**src/rtl/multicycle_control_fsm.sv**
```systemverilog
// multicycle_control_fsm: Moore control unit for a multicycle MIPS-style datapath
// Ports: clk, reset (sync, active-high); opcode/funct (IR fields, sampled in DECODE);
//        datapath controls IorD..PCSource; state (debug encoding); trap (high in TRAP).
// Params: MEM_WAIT (0..7 extra cycles per memory access), TRAP_ON_ILLEGAL (1: TRAP, 0: FETCH).
module multicycle_control_fsm #(
  parameter int MEM_WAIT = 0,
  parameter bit TRAP_ON_ILLEGAL = 1
) (
  input  logic       clk,
  input  logic       reset,
  input  logic [5:0] opcode,
  input  logic [5:0] funct,
  output logic       IorD,
  output logic       MemRead,
  output logic       MemWrite,
  output logic       MemToReg,
  output logic       IRWrite,
  output logic       RegDst,
  output logic       RegWrite,
  output logic       ALUSrcA,
  output logic       PCWrite,
  output logic       PCWriteCond,
  output logic [1:0] ALUSrcB,
  output logic [1:0] ALUOp,
  output logic [1:0] PCSource,
  output logic [3:0] state,
  output logic       trap
);
  typedef enum logic [3:0] {
    FETCH = 4'd0, DECODE = 4'd1, MEMADR = 4'd2, MEMRD = 4'd3, MEMWB = 4'd4,
    MEMWR = 4'd5, EXEC = 4'd6, ALUWB = 4'd7, BRANCH = 4'd8, JUMP = 4'd9,
    ADDIEX = 4'd10, ADDIWB = 4'd11, TRAP = 4'd12
  } state_t;
  localparam logic [2:0] WAIT = 3'(MEM_WAIT);
  localparam state_t ILL = TRAP_ON_ILLEGAL ? TRAP : FETCH;
  state_t cur, nxt;
  logic [2:0] cnt;
  logic [5:0] op_q;
  logic done, rtype_ok, mem_state;
  assign done = cnt == WAIT;
  assign rtype_ok = funct inside {6'h20, 6'h22, 6'h24, 6'h25, 6'h2A};
  assign mem_state = cur inside {FETCH, MEMRD, MEMWR};
  assign state = cur;
  // Counter restarts at 0 whenever a state is entered, so it only counts inside a memory hold.
  always_ff @(posedge clk) begin
    if (reset) begin
      cur <= FETCH;
      cnt <= '0;
      op_q <= '0;
    end else begin
      cur <= nxt;
      cnt <= (mem_state && !done) ? cnt + 3'd1 : 3'd0;
      if (cur == DECODE) op_q <= opcode;
    end
  end
  always_comb begin
    nxt = FETCH;
    case (cur)
      FETCH:  nxt = done ? DECODE : FETCH;
      DECODE: nxt = (opcode == 6'h23 || opcode == 6'h2B) ? MEMADR :
                    (opcode == 6'h00) ? (rtype_ok ? EXEC : ILL) :
                    (opcode == 6'h04) ? BRANCH :
                    (opcode == 6'h02) ? JUMP :
                    (opcode == 6'h08) ? ADDIEX : ILL;
      MEMADR: nxt = (op_q == 6'h23) ? MEMRD : MEMWR;
      MEMRD:  nxt = done ? MEMWB : MEMRD;
      MEMWR:  nxt = done ? FETCH : MEMWR;
      EXEC:   nxt = ALUWB;
      ADDIEX: nxt = ADDIWB;
      TRAP:   nxt = TRAP;
      default: nxt = FETCH;
    endcase
  end
  always_comb begin
    {IorD, MemRead, MemWrite, MemToReg, IRWrite, RegDst, RegWrite, ALUSrcA, PCWrite, PCWriteCond} = '0;
    {ALUSrcB, ALUOp, PCSource} = '0;
    trap = 1'b0;
    case (cur)
      FETCH: begin
        MemRead = 1'b1;
        ALUSrcB = 2'b01;
        IRWrite = done;
        PCWrite = done;
      end
      DECODE: ALUSrcB = 2'b11;
      MEMADR, ADDIEX: begin
        ALUSrcA = 1'b1;
        ALUSrcB = 2'b10;
      end
      MEMRD: {MemRead, IorD} = 2'b11;
      MEMWR: {MemWrite, IorD} = 2'b11;
      MEMWB: {RegWrite, MemToReg} = 2'b11;
      EXEC: begin
        ALUSrcA = 1'b1;
        ALUOp = 2'b10;
      end
      ALUWB: {RegWrite, RegDst} = 2'b11;
      BRANCH: begin
        ALUSrcA = 1'b1;
        ALUOp = 2'b01;
        PCWriteCond = 1'b1;
        PCSource = 2'b01;
      end
      JUMP: begin
        PCWrite = 1'b1;
        PCSource = 2'b10;
      end
      ADDIWB: RegWrite = 1'b1;
      TRAP: trap = 1'b1;
      default: ;
    endcase
  end
endmodule

```
**config.mk**
```make
export PLATFORM = sky130hd
export DESIGN_NAME = multicycle_control_fsm
export DESIGN_NICKNAME = d
export VERILOG_FILES = /design/src/rtl/multicycle_control_fsm.sv
export SDC_FILE = /design/constraint.sdc
export NUM_CORES = 1
export LEC_CHECK = 0
export ABC_AREA = 1
export CAP_MARGIN = 20
export CORE_ASPECT_RATIO = 0.9
export CORE_MARGIN = 3
export CORE_UTILIZATION = 42
export DETAILED_ROUTE_END_ITERATION = 8
export PLACE_DENSITY = 0.78
export SYNTH_ARGS = -nofsm -noshare
export SYNTH_HDL_FRONTEND = slang
export SYNTH_SLANG_ARGS = --single-unit
export TNS_END_PERCENT = 20
```
**constraint.sdc**
```tcl
create_clock -name clk -period 1.5 [get_ports clk]
set_input_delay 0.15 -clock clk [delete_from_list [all_inputs] [get_ports clk]]
set_output_delay 0.15 -clock clk [all_outputs]
set_load 0.05 [all_outputs]
```
==> flow_summary.ini, run 1 <==
[run_status]
outcome = complete, no violations

[synthesis]
yosysMostFrequentCell = nor2_1
syn_nets = 158
yosys.area.top_type = dfxtp_1
synth-main-ff-cell = dfxtp_1
synth_top_area_share_pct = 30.32
syn_avg_cell_area_um2 = 6.045
netlist_area_um2 = 858.3
synth_seq_cells = 13
yosys-top-cells-count = nor2_1, inv_1, nand2_1, dfxtp_1, o21ai_0
synth_edf_count = 0
ys_seq_area_share_pct = 30.32
synth_cell_types = 20
synthCells = 142
yosys_warnings = 0
synthArstFlopShare_pct = 0
synth_area_leaders = dfxtp_1, nor2_1, inv_1

[final_layout]
syn_to_final_growth_pct = 86.59
fin_nets = 199
antennaDiodeCount = 0
final_area_um2 = 1602
drive_gt1_share_pct = 37.91
final_util_pct = 88.77
stdcell_count = 206
seqCellArea_um2 = 277.8
multi_input_area_um2 = 626.9
fillCellCount = 91

[timing]
setup_viol = 0
maxSlewHeadroom_pct = 79.78
period_needed_ps = 1484
hold_ws_ps = 494.9
fin_setup_tns_ps = 0
skew_ps = 4.037
timing.final.crit_share_pct = 98.94
slew_viol_final = 0
finalHoldViolations = 0
rsz0062_at_grt = true
timing.final.ws_setup_ps = 15.91
clock.fmax_ghz = 0.6738
tightest_slew_ps = 301.9

[power]
leakage_nw = 0.6967
power_mw = 1.573
vdd_drop_max_uv = 675.5
power_density_nw_per_um2 = 981.9

[setup_path]
crit_type = reg -> out
timing.rr.start = state[3]
worstSetupEndpointType = output pin
worstSetupStartpoint = cnt[0]
crit_arrival_ps = 1330
critPathLaunchType = flip-flop
path_max_fanout = 3
worst_ep_required_time_ps = 1350

[route]
drt_iter0_markers = 25
viasPerCell = 5.413
postRouteWirelength_um = 3293
post_drt_wl_per_cell_um = 15.99
first_pass_iters = 4
ant_nets = 0
vias = 1115
drc = 0

[global_route]
grt_usage_pct = 21.59
use_met2_pct = 40.00
antenna_found_initial = 0
use_met1_pct = 23.48
grt_pass1_wl_um = 4326
gr-max-usage-layer = met2
grt_use_met3_pct = 3.976
grt_overflow = 0
grt_pass1_vias = 982
grt_max_degree = 14

[min_path]
hp-start = opcode[5]
min_path_type = in -> reg

[die]
initial_core_util_pct = 47.57
die_h_um = 48.89
dieWidth_um = 53.65
dieArea_um2 = 2623
coreArea_um2 = 1804
top_level_ports = 35
rows = 14

[clock_tree]
cts.path.max_buffers = 2
cts_made_buffers = 3
clkTransAtPathRegs_ps = 80
cts_max_level = 1
cts.sinks = 13
root_buffer = clkbuf_4
clk_latency_ps = 270
cts_tree = yes

[placed_design]
dp_slack_ps = 121.7
dp_hpwl_um = 2202
place.gp.congestion = 0.8688
placed_cells_incl_taps = 198
place.port_buffers = 34
postPlaceCellArea_um2 = 1431

[flow_run]
maxCapViolations = 0
[sequential cells by signal, indices dropped and copies added, names as in the netlist]
| signal | cells |
|---|---|
| cnt | 3 |
| op_q | 6 |
| state | 4 |
[logic make-up (layout without fill, tap and decap cells)]
| family | after synthesis | after routing | share of synthesized area, % |
|---|---|---|---|
| compound gates | 20 | 20 | 12.83 |
| xor+xnor | 1 | 1 | 1.021 |
| fa+ha+maj | 2 | 2 | 2.915 |
| buf+inv | 27 | 67 | 13.12 |
| flops | 13 | 13 | 30.32 |
| simple gates | 79 | 79 | 39.80 |
[final cells by class]
class	count	area share (%)
Clock buffer	4	1.641
Inverter	24	6.406
Multi-Input combinational cell	102	39.14
Sequential cell	13	17.34
Tap cell	24	1.875
Timing Repair Buffer	39	33.59
[what timing repair did]
item	in CTS	in global routing
endpoints found under the setup margin	11	11
pin swaps	1	8
setup buffers	0	4
gates resized for setup	8	29
hold buffers	0	0
[final timing paths]
path | end | cells past startpoint | slack [ps]
worst min-delay path | op_q[5] | 3 | 490
worst max register to register | state[2] | 8 | 100
worst max-delay path | PCWrite | 7 | 20
worst min register to register | op_q[1] | 2 | 530
[per-layer routing]
layer	wire length (um)	part of all wire, %	up-vias
met2	1690	51	64
met5	0	0	-
met3	228	6.9	18
met4	153	4.6	0
met1	1220	37	509
li1	-	-	524
[critical path, stage by stage (launching register included)]
cell and delay (ps):
dfxtp_2 340, inv_2 60, ha_4 120, inv_2 40, nor2_4 150, nand3_4 120, o21ai_4 90, buf_12 150
[power by group]
part	switching, mW	leakage, nW	internal (mW)
combinational	0.549	0.571	0.377
sequential	0.0467	0.110	0.387
clock	0.110	0.0150	0.103
total	0.706	0.697	0.867
[layout by cell type (no fill, tap or decap), types with 3 or more instances in the layout]
cell / Yosys / routed
inv_2: 2 / 5
o21ai_0: 10 / 6
buf_12: 0 / 17
dfxtp_4: 0 / 4
nand2_4: 0 / 5
o21ai_2: 0 / 3
inv_1: 22 / 16
clkbuf_4: 0 / 3
buf_4: 3 / 9
nand4_1: 3 / 3
clkdlybuf4s50_1: 0 / 13
nor2_1: 39 / 33
nand3_1: 7 / 6
nor2_2: 2 / 3
dfxtp_1: 13 / 7
nand2_1: 22 / 18
a21oi_1: 6 / 6
nor2_4: 2 / 7
(Power assumes the default switching activity.)
==> run 2: changes to the inputs <==
--- a/config.mk
+++ b/config.mk
@@ -10,8 +10,9 @@
 export CORE_ASPECT_RATIO = 0.9
 export CORE_MARGIN = 3
 export CORE_UTILIZATION = 42
+export CTS_CLUSTER_SIZE = 28
 export DETAILED_ROUTE_END_ITERATION = 8
-export PLACE_DENSITY = 0.78
+export PLACE_DENSITY = 0.87
 export SYNTH_ARGS = -nofsm -noshare
 export SYNTH_HDL_FRONTEND = slang
 export SYNTH_SLANG_ARGS = --single-unit
==> run 2 against run 1 <==
  * The run now ends with setup timing left
  * Clock power increased by 7%
  * Clock skew rose by 13 ps
  * Via count rose by 14%
==> flow_summary.ini, run 2 (synthesis gave the netlist of run 1 again) <==
[setup_path]
worstSetupEndpointType = output pin
cp_num_buf_inv = 3
crit_family = flip-flops
critPathMaxStageDelay_ps = 350
worst_path_most_repeated_cell = inv_2
cp_cell_sequence = inv_2 > ha_4 > inv_2 > nor2_4 > nand3_4 > o21ai_4 > buf_12
critPathLaunchType = flip-flop
path_max_fanout = 3
slowest_stage = dfxtp_2
crit_arrival_ps = 1390
crit_type = reg -> out
worst_ep_required_time_ps = 1350

[run_status]
violations = setup timing
outcome = complete, but fails checks

[timing]
slew_viol_final = 0
clock.fmax_ghz = 0.6503
timing.final.ws_setup_ps = -37.85
maxSlewHeadroom_pct = 79.94
skew_ps = 16.72
period_needed_ps = 1538
timing.final.crit_share_pct = 102.5
tightest_slew_ps = 299.6
hold_ws_ps = 501.9
fin_setup_tns_ps = -78.56
setup_viol = 4
rsz0062_at_grt = true
finalHoldViolations = 0

[die]
die_h_um = 48.89
top_level_ports = 35
coreArea_um2 = 1804
rows = 14
initial_core_util_pct = 47.57
dieArea_um2 = 2623
dieWidth_um = 53.65

[power]
vdd_drop_max_uv = 816.7
power_density_nw_per_um2 = 1016
leakage_nw = 0.7020

[global_route]
antenna_found_initial = 0
grt_max_degree = 12
grt_pass1_vias = 1023
grt_usage_pct = 23.09
grt_pass1_wl_um = 4498
grt_overflow = 0

[final_layout]
fin_nets = 200
syn_to_final_growth_pct = 89.50
drive_gt1_share_pct = 38.25
final_common_cell = nor2_1
final_util_pct = 90.15
fillCellCount = 66
top_register = op_q
seqCellArea_um2 = 277.8
multi_input_area_um2 = 644.4
largest_reg_flops = 6
antennaDiodeCount = 0
most-common-layout-cells = nor2_1, nand2_1, buf_12
final_area_um2 = 1627

[flow_run]
maxCapViolations = 0

[placed_design]
place.port_buffers = 34
dp_hpwl_um = 2266
dp_slack_ps = 100.4
postPlaceCellArea_um2 = 1431
place.gp.congestion = 0.8541

[route]
vias = 1273
first_pass_iters = 5
drc = 0
viasPerCell = 6.150
post_drt_wl_per_cell_um = 21.15
drt_iter0_markers = 98
ant_nets = 0
postRouteWirelength_um = 4378

[clock_tree]
clkTransAtPathRegs_ps = 90
cts_tree = yes
clk_latency_ps = 290
cts_made_buffers = 3
root_buffer = clkbuf_4
cts_max_level = 1
cts.path.max_buffers = 2
cts.sinks = 13

[min_path]
min_path_type = in -> reg
run 2: cell count changes in the layout (fill, tap and decap cells not counted):
cell      previous run  this run
nand2_4              5         3
nand2_8              0         2
buf_4                9        10
clkinv_4             0         1
inv_6                2         1
run 2: power by group:
group          internal (mW)  switching [mW]  total [mW]
logic                  0.401           0.586       0.988
registers              0.387          0.0505       0.438
clock network          0.104           0.124       0.228
run 2: metal layers:
| layer | GRT usage (%) | vias up | share of wire (%) |
|---|---|---|---|
| met4 | 8.085 | 0 | 8.9 |
| met3 | 3.976 | 50 | 11 |
| li1 | - | 528 | - |
| met1 | 23.75 | 559 | 34 |
| met5 | 0 | - | 0 |
| met2 | 44.29 | 136 | 46 |
run 2: final timing paths:
| check | cells after the start | end | slack, ps | start |
|---|---|---|---|---|
| setup reg to reg | 10 | state[0] | 50 | cnt[1] |
| hold reg to reg | 2 | cnt[0] | 510 | cnt[0] |
| hold / removal | 3 | op_q[5] | 500 | opcode[5] |
| setup / recovery | 7 | PCWrite | -40 | cnt[1] |
run 2: final cells by class:
| cell class | instances | area share, % |
|---|---|---|
| Inverter | 24 | 6.308 |
| Clock buffer | 4 | 1.615 |
| Multi-Input combinational cell | 102 | 39.62 |
| Sequential cell | 13 | 17.08 |
| Tap cell | 24 | 1.846 |
| Timing Repair Buffer | 40 | 33.54 |
run 2: per-stage QoR:
| stage | std cells | power, mW |
|---|---|---|
| after global routing | 207 | 1.719 |
| final | 207 | 1.653 |
| after global placement | 198 | 1.237 |
| after floorplan | 142 | 0.8989 |
| after CTS | 205 | 1.517 |
| after detailed placement | 198 | 1.260 |
run 2: timing repair:
action	CTS	global route
gates resized for setup	19	20
pin swaps	3	4
setup endpoints to repair	8	9
hold buffers	0	0
setup buffers	3	2
run 2: worst reg2reg max path, stage by stage (launching register included):
cell and delay (ps):
dfxtp_2 350, inv_2 80, ha_4 130, inv_2 40, nor2_4 130, nand3_4 120
buf_4 150, buf_4 130, nand4_1 100, nor2_1 70, nor2_1 80
==> run 3: changes to the inputs <==
--- a/config.mk
+++ b/config.mk
@@ -12,6 +12,7 @@
 export CORE_UTILIZATION = 42
 export CTS_CLUSTER_SIZE = 28
 export DETAILED_ROUTE_END_ITERATION = 8
+export MAX_ROUTING_LAYER = met4
 export PLACE_DENSITY = 0.87
 export SYNTH_ARGS = -nofsm -noshare
 export SYNTH_HDL_FRONTEND = slang
==> run 3 against run 2 <==
  * The flow still finishes with violations (setup timing)
  * Sequential share of layout area up 0.44 points
  * Worst hold slack worse by 70 ps
  * Cell count down 0.97%
  * Register-to-register slack about the same
  * Sequential power down 2%
  * Die area unchanged
  * Worst setup slack worse by 2.4 ps
  * Final area down 3.4%
  * Routed wire length down 23%
  * Largest power group unchanged
==> flow_summary.ini, run 3 (synthesis gave the netlist of run 1 again) <==
[clock_tree]
clk_latency_ps = 280
cts.path.max_buffers = 2
clkTransAtPathRegs_ps = 80
root_buffer = clkbuf_4
cts.sinks = 13
cts_max_level = 1
cts_tree = yes
cts_made_buffers = 3
ctsHoldBuffers = 0

[setup_path]
cp_num_buf_inv = 3
critPathMaxStageDelay_ps = 390
worst_ep_required_time_ps = 1350
timing.rr.start = cnt[1]
crit_type = reg -> out
critPathLaunchType = flip-flop
ff2ff_path_depth = 12
crit_arrival_ps = 1390
worstSetupStartpoint = state[2]
cp_cell_sequence = inv_4 > nand2_4 > nor2_4 > inv_2 > o21ai_2 > buf_12
path_max_fanout = 6
slowest_stage = dfxtp_4
crit_family = flip-flops
rr_endpoint = state[2]
worstSetupEndpointType = output pin
r2r_setup_slack_ps = 50

[final_layout]
most-common-layout-cells = nor2_1, nand2_1, buf_12
seqCellArea_um2 = 275.3
syn_to_final_growth_pct = 83.09
final_area_um2 = 1572
final_common_cell = nor2_1
top_register = op_q
fin_nets = 198
drive_gt1_share_pct = 37.02
final_util_pct = 87.10
largest_reg_flops = 6
fillCellCount = 84
antennaDiodeCount = 0
multi_input_area_um2 = 614.3

[run_status]
outcome = complete, but fails checks
violations = setup timing

[route]
drt_iter0_markers = 64
ant_nets = 0
post_drt_wl_per_cell_um = 16.51
vias = 1119
drc = 0
viasPerCell = 5.459
postRouteWirelength_um = 3384
first_pass_iters = 4

[die]
top_level_ports = 35
initial_core_util_pct = 47.57
dieWidth_um = 53.65
coreArea_um2 = 1804
die_h_um = 48.89
dieArea_um2 = 2623
rows = 14

[placed_design]
dp_hpwl_um = 2192
postPlaceCellArea_um2 = 1431
place.port_buffers = 34
place.gp.congestion = 0.8706

[min_path]
hold_depth = 1
min_path_type = reg -> reg
hp-start = cnt[0]
hold_path_end = cnt[0]

[global_route]
use_met1_pct = 24.95
grt_use_met3_pct = 6.728
grt_pass1_wl_um = 4540
grt_usage_pct = 23.47
grt_overflow = 0
grt_max_degree = 12
use_met2_pct = 41.22
gr-max-usage-layer = met2
antenna_found_initial = 0
grt_pass1_vias = 974

[flow_run]
maxCapViolations = 0

[timing]
finalHoldViolations = 0
rsz0062_at_grt = true
skew_ps = 14.49
slew_viol_final = 0
clock.fmax_ghz = 0.6493
maxSlewHeadroom_pct = 81.00
period_needed_ps = 1540
tightest_slew_ps = 283.7
timing.final.crit_share_pct = 102.7
setup_viol = 6
timing.final.ws_setup_ps = -40.23

[power]
leakage_nw = 0.6824
vdd_drop_max_uv = 734.2
power_density_nw_per_um2 = 990.2
power_mw = 1.556
run 3: cell count changes in the layout (fill, tap and decap cells not counted), sizes merged:
cell / before / now
inv: 23 / 24
clkinv: 1 / 0
buf: 27 / 25
run 3: through the flow:
step | instances | worst slack, ps | setup TNS, ps | hold slack [ps]
floorplan | 142 | -11.64 | -11.64 | 211.7
global placement | 198 | 173.9 | 0 | 428.4
detailed placement | 198 | 103.7 | 0 | 451.3
CTS | 202 | -45.18 | -45.18 | 466.4
global route | 205 | -87.31 | -507.3 | 446.6
finish | 205 | -40.23 | -110.4 | 431.6
run 3: repair_timing:
| action | 4_1_cts | 5_1_grt |
|---|---|---|
| buffers inserted | 0 | 3 |
| hold endpoints to repair | 0 | 0 |
| gates resized for setup | 8 | 22 |
| setup endpoints to repair | 8 | 11 |
| pin swaps | 1 | 2 |
run 3: worst max-delay path by stage:
| stage | to | slack, ps | cells after the start |
|---|---|---|---|
| finish | ALUSrcB[1] | -40 | 6 |
| global route | ALUSrcB[1] | -90 | 6 |
| CTS | ALUSrcB[1] | -50 | 6 |
| detailed placement | state[2] | 100 | 7 |
| global placement | state[2] | 170 | 8 |
| floorplan | state[2] | -10 | 8 |
run 3: final cells by class:
cell class                      instances  share of cell area, %
Multi-Input combinational cell        102                  39.09
Timing Repair Buffer                   38                  33.76
Sequential cell                        13                  17.52
Inverter                               24                  6.051
Tap cell                               24                  1.911
Clock buffer                            4                  1.672
run 3: power by group:
part	switching [mW]	leakage [nW]	internal, mW
registers	0.0441	0.110	0.387
clock network	0.106	0.0150	0.103
logic	0.550	0.557	0.366
run 3: worst reg2reg max path, stage by stage (launching register included):
cell,delay (ps)
dfxtp_2,340
inv_2,70
ha_4,120
inv_2,40
nor2_4,150
buf_4,130
inv_1,60
nand2_1,100
nand2_1,50
inv_1,60
nand3_1,60
nor2_1,110
nor2_1,60
run 3: per-layer routing:
| metal | vias up | wire, um |
|---|---|---|
| li1 | 525 | - |
| met1 | 517 | 1296 |
| met2 | 63 | 1737 |
| met3 | 14 | 247 |
| met4 | 0 | 103 |
| met5 | - | 0 |
